`config.mk`:
```
export PLATFORM = sky130hd
export DESIGN_NAME = wb_uart
export DESIGN_NICKNAME = d
export VERILOG_FILES = /design/src/rtl/wb_uart.sv
export SDC_FILE = /design/constraint.sdc
export NUM_CORES = 1
export LEC_CHECK = 0
export ABC_AREA = 1
export BUFFER_PORTS_ARGS = -buffer_cell sky130_fd_sc_hd__buf_4
export CORE_ASPECT_RATIO = 1.5
export CORE_MARGIN = 4
export CORE_UTILIZATION = 53
export CTS_BUF_LIST = sky130_fd_sc_hd__clkbuf_8 sky130_fd_sc_hd__clkbuf_16
export CTS_CLUSTER_DIAMETER = 60
export DETAILED_ROUTE_END_ITERATION = 7
export PLACE_DENSITY_LB_ADDON = 0.3
export SYNTH_ARGS = -nofsm -noshare
export SYNTH_HDL_FRONTEND = slang
export SYNTH_SLANG_ARGS = --single-unit
```
`constraint.sdc`:
```
create_clock -name clk -period 2.7 [get_ports clk]
set_input_delay 0.405 -clock clk [delete_from_list [all_inputs] [get_ports clk]]
set_output_delay 0.405 -clock clk [all_outputs]
set_load 0.02 [all_outputs]
```
`src/rtl/wb_uart.sv`:
```
// wb_uart: Wishbone classic responder wrapping an 8N1 UART (TX + RX).
//   Bus side : CYC, STB, WE, ADR[3:2], DAT_I, CTI_I (ignored) -> DAT_O, ACK, ERR, RTY (tied 0)
//   Serial   : rx (asynchronous input, synchronised here), tx (idle high)
//   Registers: 0 TXDATA, 1 RXDATA, 2 STATUS, 3 DIVISOR (clocks per bit, minimum 4)
module wb_uart #(
  parameter int unsigned DEFAULT_DIV = 434,
  parameter int unsigned DIV_W       = 16
) (
  input  logic        clk,
  input  logic        rst,
  input  logic        CYC,
  input  logic        STB,
  input  logic        WE,
  input  logic [31:0] ADR,
  input  logic [31:0] DAT_I,
  input  logic [2:0]  CTI_I,
  output logic [31:0] DAT_O,
  output logic        ACK,
  output logic        ERR,
  output logic        RTY,
  input  logic        rx,
  output logic        tx
);

  localparam int unsigned DW      = 32;
  localparam int unsigned BYTE_W  = 8;
  localparam int unsigned BCNT_W  = 3;
  localparam int unsigned MIN_DIV = 4;

  localparam logic [1:0] REG_TXDATA  = 2'd0;
  localparam logic [1:0] REG_RXDATA  = 2'd1;
  localparam logic [1:0] REG_STATUS  = 2'd2;
  localparam logic [1:0] REG_DIVISOR = 2'd3;

  typedef enum logic [1:0] {
    S_IDLE  = 2'd0,
    S_START = 2'd1,
    S_DATA  = 2'd2,
    S_STOP  = 2'd3
  } uart_st_e;

  // Bus-side registers
  logic              ack_q, err_q;
  logic [DW-1:0]     dat_o_q;
  logic [DIV_W-1:0]  divisor_q;
  logic [BYTE_W-1:0] hold_q;
  logic              hold_full_q;
  logic [BYTE_W-1:0] rx_byte_q;
  logic              rx_valid_q, overrun_q, frame_err_q;

  // TX engine
  uart_st_e          tx_st_q, tx_st_d;
  logic [DIV_W-1:0]  tx_cnt_q, tx_div_q;
  logic [BCNT_W-1:0] tx_bit_cnt_q;
  logic [BYTE_W-1:0] tx_shift_q;
  logic              tx_q;
  logic              tx_c, tx_busy_c, tx_load_c, tx_bit_done_c;

  // RX engine
  uart_st_e          rx_st_q, rx_st_d;
  logic [DIV_W-1:0]  rx_cnt_q, rx_div_q, rx_limit_c;
  logic [BCNT_W-1:0] rx_bit_cnt_q;
  logic [BYTE_W-1:0] rx_shift_q;
  logic              rx_s1_q, rx_s2_q, rx_prev_q;
  logic              rx_fall_c, rx_tick_c, rx_arm_c, rx_done_c, rx_frame_bad_c;

  // Bus decode
  logic              req_c, wr_tx_c, tx_accept_c, wr_div_c, rd_rx_c, rd_st_c;
  logic [DW-1:0]     rd_data_c;
  logic [DIV_W-1:0]  div_eff_c;
  logic              unused_c;

  assign unused_c = ^{CTI_I, ADR[31:4], ADR[1:0], DAT_I[DW-1:DIV_W]};

  assign DAT_O = dat_o_q;
  assign ACK   = ack_q;
  assign ERR   = err_q;
  assign RTY   = 1'b0;
  assign tx    = tx_q;

  // A request is only taken when no response is showing, so every response is followed by an idle cycle
  assign req_c       = CYC & STB & ~ack_q & ~err_q;
  assign wr_tx_c     = req_c & WE & (ADR[3:2] == REG_TXDATA);
  assign tx_accept_c = wr_tx_c & ~hold_full_q;
  assign wr_div_c    = req_c & WE & (ADR[3:2] == REG_DIVISOR);
  assign rd_rx_c     = req_c & ~WE & (ADR[3:2] == REG_RXDATA);
  assign rd_st_c     = req_c & ~WE & (ADR[3:2] == REG_STATUS);

  assign div_eff_c = (divisor_q < DIV_W'(MIN_DIV)) ? DIV_W'(MIN_DIV) : divisor_q;

  // Read mux
  always_comb begin
    rd_data_c = '0;
    case (ADR[3:2])
      REG_RXDATA:  rd_data_c = DW'({rx_valid_q, rx_byte_q});
      REG_STATUS:  rd_data_c = DW'({frame_err_q, overrun_q, rx_valid_q, hold_full_q, tx_busy_c});
      REG_DIVISOR: rd_data_c = DW'(divisor_q);
      default:     rd_data_c = '0;
    endcase
  end

  // Registered single-beat response
  always_ff @(posedge clk or negedge rst) begin
    if (!rst) begin
      ack_q   <= 1'b0;
      err_q   <= 1'b0;
      dat_o_q <= '0;
    end else begin
      ack_q   <= req_c & ~(wr_tx_c & hold_full_q);
      err_q   <= wr_tx_c & hold_full_q;
      dat_o_q <= (req_c & ~WE) ? rd_data_c : '0;
    end
  end

  // Divisor and TX holding register
  always_ff @(posedge clk or negedge rst) begin
    if (!rst) begin
      divisor_q   <= DIV_W'(DEFAULT_DIV);
      hold_q      <= '0;
      hold_full_q <= 1'b0;
    end else begin
      if (wr_div_c) divisor_q <= DAT_I[DIV_W-1:0];
      if (tx_accept_c) begin
        hold_q      <= DAT_I[BYTE_W-1:0];
        hold_full_q <= 1'b1;
      end else if (tx_load_c) begin
        hold_full_q <= 1'b0;
      end
    end
  end

  // RX buffer and status flags; a completing frame wins over a same-cycle read-clear
  always_ff @(posedge clk or negedge rst) begin
    if (!rst) begin
      rx_byte_q   <= '0;
      rx_valid_q  <= 1'b0;
      overrun_q   <= 1'b0;
      frame_err_q <= 1'b0;
    end else begin
      if (rx_done_c) begin
        rx_byte_q  <= rx_shift_q;
        rx_valid_q <= 1'b1;
      end else if (rd_rx_c) begin
        rx_valid_q <= 1'b0;
      end
      if (rx_done_c & rx_valid_q & ~rd_rx_c) overrun_q <= 1'b1;
      else if (rd_st_c)                      overrun_q <= 1'b0;
      if (rx_frame_bad_c)                    frame_err_q <= 1'b1;
      else if (rd_st_c)                      frame_err_q <= 1'b0;
    end
  end

  // ---------------- TX ----------------

  assign tx_bit_done_c = (tx_cnt_q == tx_div_q - DIV_W'(1));

  // TX state register
  always_ff @(posedge clk or negedge rst) begin
    if (!rst) tx_st_q <= S_IDLE;
    else      tx_st_q <= tx_st_d;
  end

  // TX next state
  always_comb begin
    tx_st_d = tx_st_q;
    case (tx_st_q)
      S_IDLE:  if (hold_full_q) tx_st_d = S_START;
      S_START: if (tx_bit_done_c) tx_st_d = S_DATA;
      S_DATA:  if (tx_bit_done_c && tx_bit_cnt_q == BCNT_W'(7)) tx_st_d = S_STOP;
      S_STOP:  if (tx_bit_done_c) tx_st_d = hold_full_q ? S_START : S_IDLE;
      default: tx_st_d = S_IDLE;
    endcase
  end

  // TX outputs: line level, busy flag, and shifter load (IDLE, or end of STOP for back-to-back frames)
  always_comb begin
    tx_c      = 1'b1;
    tx_busy_c = 1'b0;
    tx_load_c = 1'b0;
    case (tx_st_q)
      S_IDLE:  tx_load_c = hold_full_q;
      S_START: begin
        tx_c      = 1'b0;
        tx_busy_c = 1'b1;
      end
      S_DATA: begin
        tx_c      = tx_shift_q[0];
        tx_busy_c = 1'b1;
      end
      S_STOP: begin
        tx_busy_c = 1'b1;
        tx_load_c = hold_full_q & tx_bit_done_c;
      end
      default: tx_c = 1'b1;
    endcase
  end

  // TX datapath; divisor is re-latched at every bit boundary
  always_ff @(posedge clk or negedge rst) begin
    if (!rst) begin
      tx_cnt_q     <= '0;
      tx_div_q     <= DIV_W'(DEFAULT_DIV);
      tx_bit_cnt_q <= '0;
      tx_shift_q   <= '0;
      tx_q         <= 1'b1;
    end else begin
      tx_q <= tx_c;
      if (tx_load_c) begin
        tx_shift_q   <= hold_q;
        tx_cnt_q     <= '0;
        tx_div_q     <= div_eff_c;
        tx_bit_cnt_q <= '0;
      end else if (tx_st_q != S_IDLE) begin
        if (tx_bit_done_c) begin
          tx_cnt_q <= '0;
          tx_div_q <= div_eff_c;
          if (tx_st_q == S_DATA) begin
            tx_shift_q   <= {1'b0, tx_shift_q[BYTE_W-1:1]};
            tx_bit_cnt_q <= tx_bit_cnt_q + BCNT_W'(1);
          end
        end else begin
          tx_cnt_q <= tx_cnt_q + DIV_W'(1);
        end
      end
    end
  end

  // ---------------- RX ----------------

  // Two-flop synchroniser plus previous value for falling-edge detection
  always_ff @(posedge clk or negedge rst) begin
    if (!rst) begin
      rx_s1_q   <= 1'b1;
      rx_s2_q   <= 1'b1;
      rx_prev_q <= 1'b1;
    end else begin
      rx_s1_q   <= rx;
      rx_s2_q   <= rx_s1_q;
      rx_prev_q <= rx_s2_q;
    end
  end

  assign rx_fall_c  = rx_prev_q & ~rx_s2_q;
  // START waits half a bit so later samples land mid-bit
  assign rx_limit_c = (rx_st_q == S_START) ? (rx_div_q >> 1) : rx_div_q;
  assign rx_tick_c  = (rx_cnt_q == rx_limit_c - DIV_W'(1));

  // RX state register
  always_ff @(posedge clk or negedge rst) begin
    if (!rst) rx_st_q <= S_IDLE;
    else      rx_st_q <= rx_st_d;
  end

  // RX next state
  always_comb begin
    rx_st_d = rx_st_q;
    case (rx_st_q)
      S_IDLE:  if (rx_fall_c) rx_st_d = S_START;
      S_START: if (rx_tick_c) rx_st_d = rx_s2_q ? S_IDLE : S_DATA;
      S_DATA:  if (rx_tick_c && rx_bit_cnt_q == BCNT_W'(7)) rx_st_d = S_STOP;
      S_STOP:  if (rx_tick_c) rx_st_d = S_IDLE;
      default: rx_st_d = S_IDLE;
    endcase
  end

  // RX outputs: arm on falling edge, completion and framing check at the stop sample
  always_comb begin
    rx_arm_c       = 1'b0;
    rx_done_c      = 1'b0;
    rx_frame_bad_c = 1'b0;
    case (rx_st_q)
      S_IDLE: rx_arm_c = rx_fall_c;
      S_STOP: begin
        rx_done_c      = rx_tick_c;
        rx_frame_bad_c = rx_tick_c & ~rx_s2_q;
      end
      default: rx_arm_c = 1'b0;
    endcase
  end

  // RX datapath: LSB arrives first, so shift in from the top
  always_ff @(posedge clk or negedge rst) begin
    if (!rst) begin
      rx_cnt_q     <= '0;
      rx_div_q     <= DIV_W'(DEFAULT_DIV);
      rx_bit_cnt_q <= '0;
      rx_shift_q   <= '0;
    end else if (rx_arm_c) begin
      rx_cnt_q     <= '0;
      rx_div_q     <= div_eff_c;
      rx_bit_cnt_q <= '0;
    end else if (rx_st_q != S_IDLE) begin
      if (rx_tick_c) begin
        rx_cnt_q <= '0;
        rx_div_q <= div_eff_c;
        if (rx_st_q == S_DATA) begin
          rx_shift_q   <= {rx_s2_q, rx_shift_q[BYTE_W-1:1]};
          rx_bit_cnt_q <= rx_bit_cnt_q + BCNT_W'(1);
        end
      end else begin
        rx_cnt_q <= rx_cnt_q + DIV_W'(1);
      end
    end
  end

endmodule
```
==> flow_summary.yaml, run 1 <==
run_status:
  status: "complete, no violations"
synthesis:
  synth-seq-area-share_pct: 44.07
  yosysMostFrequentCell: "nand2_1"
  syn_area_sq_um: 8458
  synth_cell_types: 39
  synth_seq_cells: 148
  ys_async_sr_fraction_pct: 100.0
  ys.flop_type: "dfrtp_1"
  synth_top_area_cell: "dfrtp_1"
  yosys.area.top_type_share_pct: 38.17
  netlist_instances: 1172
  syn_area_per_cell_sq_um: 7.217
  synth.area.top_cells: "dfrtp_1 38%, nand2_1 18%, nand3_1 6.4%"
  yosysWarnings: 0
  synth_edf_count: 0
  yosys-top-cells-count: "401 x nand2_1, 134 x inv_1, 129 x dfrtp_1"
routing:
  routedWlPerCell_um: 13.96
  drtIter0Drc: 392
  drtAntennaViolNets: 0
  drc: 0
  vias: 7514
  drt_wl_total_mm: 20.55
  via_per_inst: 5.105
  first_pass_iters: 5
worst_setup_path:
  crit_path_start_kind: "register"
  arrival_ns: 2.99
  reg2reg_from: "rx_st_q[0]"
  cp_max_fo: 8
  startpoint: "rx_st_q[0]"
  crit_path_end_kind: "register"
  cp.required_ns: 3.07
  path_class: "register to register"
layout:
  fin_util_pct: 64.52
  antenna-diode-count: 0
  fin_nets: 1342
  syn_to_final_growth_pct: 19.19
  seqCellArea_sq_um: 3729
  multi_input_area_sq_um: 4207
  drive_above_1_share_pct: 17.34
  n_fill_cell: 1372
grt:
  grt_max_degree: 48
  antenna_found_initial: 0
  overflow: 0
  grt_pass1_wl_mm: 32.91
  track_usage_pct: 22.39
  grt_pass1_vias: 7138
place:
  routabilityCongestion: 0.9396
  dp_hpwl_mm: 14.84
  port_buffers: 42
timing:
  rsz0062_at_grt: "yes"
  slew_viol_final: 0
  worst_clock_skew_ns: 0.006866
  fmax_mhz: 380.9
  min_period_over_period_pct: 97.24
  finalCriticalPeriod_ns: 2.625
  max_slew.worst_pin.slew_ns: 0.5102
  slew_headroom_pct: 65.67
  setup_viol: 0
  hold_viol: 0
clock_network:
  cts_tree: "built"
  insertion_delay_ns: 0.43
  cts_buffers: 17
  clockBufferDepth: 2
  clkTransAtPathRegs_ns: 0.06
  htreeDepth: 4
  root_buffer: "clkbuf_16"
  clock_sinks: 148
min_path:
  hp-class: "primary input to register"
  min_from: "rx"
power:
  p_leak_uw: 0.005249
  power_uw: 9234
  powerDensity_nw_per_um2: 916.0
  ir_drop_v: 0.0005272
floorplanning:
  core.rowCount: 56
  core-area_sq_um: 15630
  pin_count: 109
  dieArea_sq_um: 18090
  die_x_um: 111.1
  dieHeight_um: 162.7
  start_util_pct: 54.13
job:
  drv_cap: 0
logic make-up (layout without fill, tap and decap cells):
| kind of cell | after synthesis | count (layout) | share of synthesized area, % |
|---|---|---|---|
| other | 1 | 17 | 0.04434 |
| buffers and inverters | 185 | 265 | 9.660 |
| AOI/OAI and AO/OA | 91 | 91 | 5.621 |
| and+or+nand+nor | 698 | 699 | 34.96 |
| DFF | 148 | 148 | 44.07 |
| adders and majority gates | 13 | 13 | 1.923 |
| xor gates and xnor gates | 36 | 36 | 3.728 |
timing repair:
item,CTS,global route
setup endpoints to repair,1,96
hold buffers,1,0
gates resized for setup,1,71
pin swaps,0,28
buffers inserted,0,10
gates cloned,0,4
hold endpoints to repair,40,0
critical path: stages (launching register included):
cell and delay [ns]:
dfrtp_2 0.49, nand2_8 0.11, nand2_2 0.08, nand2_2 0.07, ha_4 0.27, xor2_1 0.14
nand2_1 0.07, nor2_2 0.13, nand2_1 0.08, a21oi_2 0.11, nand3_1 0.11, nor2_1 0.13
nand2_1 0.07, nor2_2 0.18, nand2_4 0.10, nor2_4 0.13, buf_6 0.13, nand3_1 0.07
nand2_1 0.06
final cells by class:
| type | instances | area share (%) |
|---|---|---|
| Timing Repair Buffer | 93 | 7.993 |
| Clock buffer | 18 | 4.356 |
| Multi-Input combinational cell | 856 | 41.73 |
| Inverter | 140 | 5.238 |
| Tap cell | 203 | 2.520 |
| Sequential cell | 148 | 36.99 |
| Clock inverter | 14 | 1.179 |
sequential cells by signal (all words and copies together) (netlist names), 2 cells and up, named ones only:
signal        flops
rx_shift_q        8
rx_byte_q         8
rx_cnt_q         16
tx_cnt_q         16
divisor_q        16
tx_st_q           2
tx_shift_q        8
hold_q            8
rx_bit_cnt_q      3
tx_div_q         16
DAT_O            16
tx_bit_cnt_q      3
rx_div_q         16
worst paths after layout:
kind                                       to  slack, ns  depth (start not counted)
worst min register to register        rx_s2_q       0.36                          0
max in group asynchronous         rx_div_q[1]       1.50                          3
worst min-delay path                  rx_s1_q       0.08                          1
worst max register to register  rx_shift_q[1]       0.07                         18
min in group asynchronous        rx_cnt_q[11]       0.48                          2
worst max-delay path            rx_shift_q[1]       0.07                         18
through the flow:
stage	setup WS, ns	cell area (sq um)	hold slack [ns]	instances	setup TNS (ns)
after CTS	0.03334	9691	0.06782	1458	0
after global routing	-0.09987	10080	0.06641	1472	-1.410
after floorplan	0.2966	8518	0.1094	1188	0
after detailed placement	0.01476	9121	0.3533	1425	0
final	0.07453	10080	0.08300	1472	0
after global placement	0.02065	9121	0.3492	1425	0
layout by cell type, fill, tap and decap left out, types with 5 or more instances in the layout:
master / n
a21oi_1: 20
buf_4: 78
buf_6: 8
clkbuf_16: 18
clkinv_4: 6
conb_1: 17
dfrtp_1: 128
dfstp_2: 19
ha_1: 12
inv_1: 131
inv_2: 7
nand2_1: 381
nand2_2: 22
nand2_4: 5
nand3_1: 102
nand3_2: 7
nand3b_1: 6
nand4_1: 16
nor2_1: 109
nor2_2: 16
nor2_4: 11
nor3_1: 9
nor4_1: 6
o21ai_0: 58
xnor2_1: 9
xor2_1: 27
power breakdown:
group	total [uW]	switching, uW	internal [uW]
clock network	2230	1000	1220
registers	2890	308	2580
logic	4120	2610	1510
metal layers:
layer | share of wire (%) | vias to the layer above | GRT usage, %
met4 | 2.6 | 0 | 8.135
met5 | 0 | - | 0
met1 | 40 | 3530 | 25.73
met2 | 54 | 137 | 41.63
met3 | 3.1 | 33 | 3.941
li1 | - | 3814 | -
Note: power is estimated with default switching activity, not from simulation.
==> run 2, diff against run 1 <==
CTS_CLUSTER_DIAMETER = 120   (was 60)
GPL_TIMING_DRIVEN = 0   (was unset)
==> flow_summary.yaml, run 2 (same netlist as run 1, synthesis figures left out) <==
grt:
  top_usage_layer: "met2"
  track_usage_pct: 23.91
  grt_max_degree: 102
  antenna_found_initial: 0
  grt_pass1_vias: 7368
  use_met2_pct: 42.98
  overflow: 0
  grt_pass1_wl_mm: 34.82
  gr-usage-met1_pct: 27.65
  met3_usage_pct: 4.089
layout:
  antenna-diode-count: 0
  syn_to_final_growth_pct: 21.60
  n_fill_cell: 1393
  seqCellArea_sq_um: 3727
  drive_above_1_share_pct: 17.55
  multi_input_area_sq_um: 4259
  final_cell_mix: "388 x nand2_1, 132 x inv_1, 129 x dfrtp_1, 110 x nor2_1, 99 x nand3_1"
  final_common_cell: "nand2_1"
  fin_nets: 1361
run_status:
  violations: "negative setup slack"
  status: "complete, but fails checks"
timing:
  hold_viol: 0
  setup_viol: 7
  slew_headroom_pct: 62.11
  whs_ns: 0.08556
  fmax_mhz: 361.5
  finalCriticalPeriod_ns: 2.766
  setup_slack_ns: -0.06627
  worst_clock_skew_ns: 0.01358
  setup_tns_ns: -0.2733
  rsz0062_at_grt: "yes"
  max_slew.worst_pin.slew_ns: 0.5684
  slew_viol_final: 0
  min_period_over_period_pct: 102.5
worst_setup_path:
  path_cells: "inv_4, nand2_4, buf_6, nand2_4, nand2_4, ha_4, xor2_2, nand2_1, nor2_2, nand2_1, a21oi_2, nand3_1, nor2_1, nand2_1, nor2_1, nand2_2, nor2_4, nand3_1, nand2_1"
  cp.required_ns: 3.07
  crit_path_start_kind: "register"
  crit_family: "simple AND/OR/NAND/NOR gates"
  crit_top_cell: "nand2_1"
  path_class: "register to register"
  cp_slowest_stage_delay_ns: 0.42
  arrival_ns: 3.14
  critPathBufInv: 2
  cp_slowest_cell: "dfrtp_1"
  crit_path_end_kind: "register"
  cp_max_fo: 5
routing:
  drt_wl_total_mm: 21.70
  routedWlPerCell_um: 14.55
  first_pass_iters: 5
  drtAntennaViolNets: 0
  vias: 7643
  via_per_inst: 5.126
  drtIter0Drc: 364
  drc: 0
power:
  ir_drop_v: 0.0005848
  powerDensity_nw_per_um2: 926.1
  p_leak_uw: 0.005378
floorplanning:
  pin_count: 109
  start_util_pct: 54.13
  core-area_sq_um: 15630
  core.rowCount: 56
  dieHeight_um: 162.7
  die_x_um: 111.1
  dieArea_sq_um: 18090
clock_network:
  clkTransAtPathRegs_ns: 0.07
  insertion_delay_ns: 0.43
  root_buffer: "clkbuf_16"
  htreeDepth: 4
  cts_buffers: 17
  clock_sinks: 148
  clockBufferDepth: 2
  cts_tree: "built"
place:
  dp_hpwl_mm: 15.58
  routabilityCongestion: 0.9648
  dp_worst_setup_slack_ns: -0.3634
  port_buffers: 42
min_path:
  hp-class: "primary input to register"
  min_from: "rx"
job:
  drv_cap: 0
[run 2: area by class of cell]
class,count,share of cell area [%]
Inverter,140,5.134
Multi-Input combinational cell,856,41.41
Buffer,44,3.187
Sequential cell,148,36.24
Clock inverter,14,1.642
Timing Repair Buffer,68,5.645
Clock buffer,18,4.270
Tap cell,203,2.470
[run 2: metal layers]
layer	wire, um	vias up
li1	-	3857
met3	686	63
met1	8564	3548
met2	11420	175
met4	1027	0
met5	0	-
[run 2: worst paths after layout]
path                            endpoint  depth (start not counted)  slack [ns]
setup / recovery           rx_shift_q[7]                         19       -0.07
hold / removal                   rx_s1_q                          1        0.09
setup reg to reg           rx_shift_q[7]                         19       -0.07
hold reg to reg                  rx_s2_q                          0        0.36
max in group asynchronous    rx_div_q[1]                          3        1.36
min in group asynchronous    rx_cnt_q[8]                          2        0.49
[run 2: repair_timing]
item | CTS | global route
resized for setup | 35 | 55
hold endpoints to repair | 46 | 0
setup buffers | 10 | 11
cloned | 1 | 3
pin swaps | 17 | 24
hold buffers | 1 | 0
endpoints found under the setup margin | 95 | 98
[run 2: through the flow]
stage / area, sq um / power (uW) / instances / utilization (%)
after floorplan: 8518 / 5530 / 1188 / -
after global placement: 9087 / 6271 / 1433 / 58.16
after detailed placement: 9119 / 6358 / 1434 / 58.36
after CTS: 9956 / 9177 / 1477 / 63.72
after global routing: 10280 / 10220 / 1491 / 65.82
final: 10280 / 9525 / 1491 / 65.82
[run 2: power by group]
| part | switching, uW | internal (uW) | total (uW) | leakage, uW |
|---|---|---|---|---|
| Sequential | 303 | 2580 | 2880 | 0.00187 |
| Clock | 1020 | 1410 | 2430 | 0.000293 |
| Combinational | 2650 | 1550 | 4210 | 0.00321 |
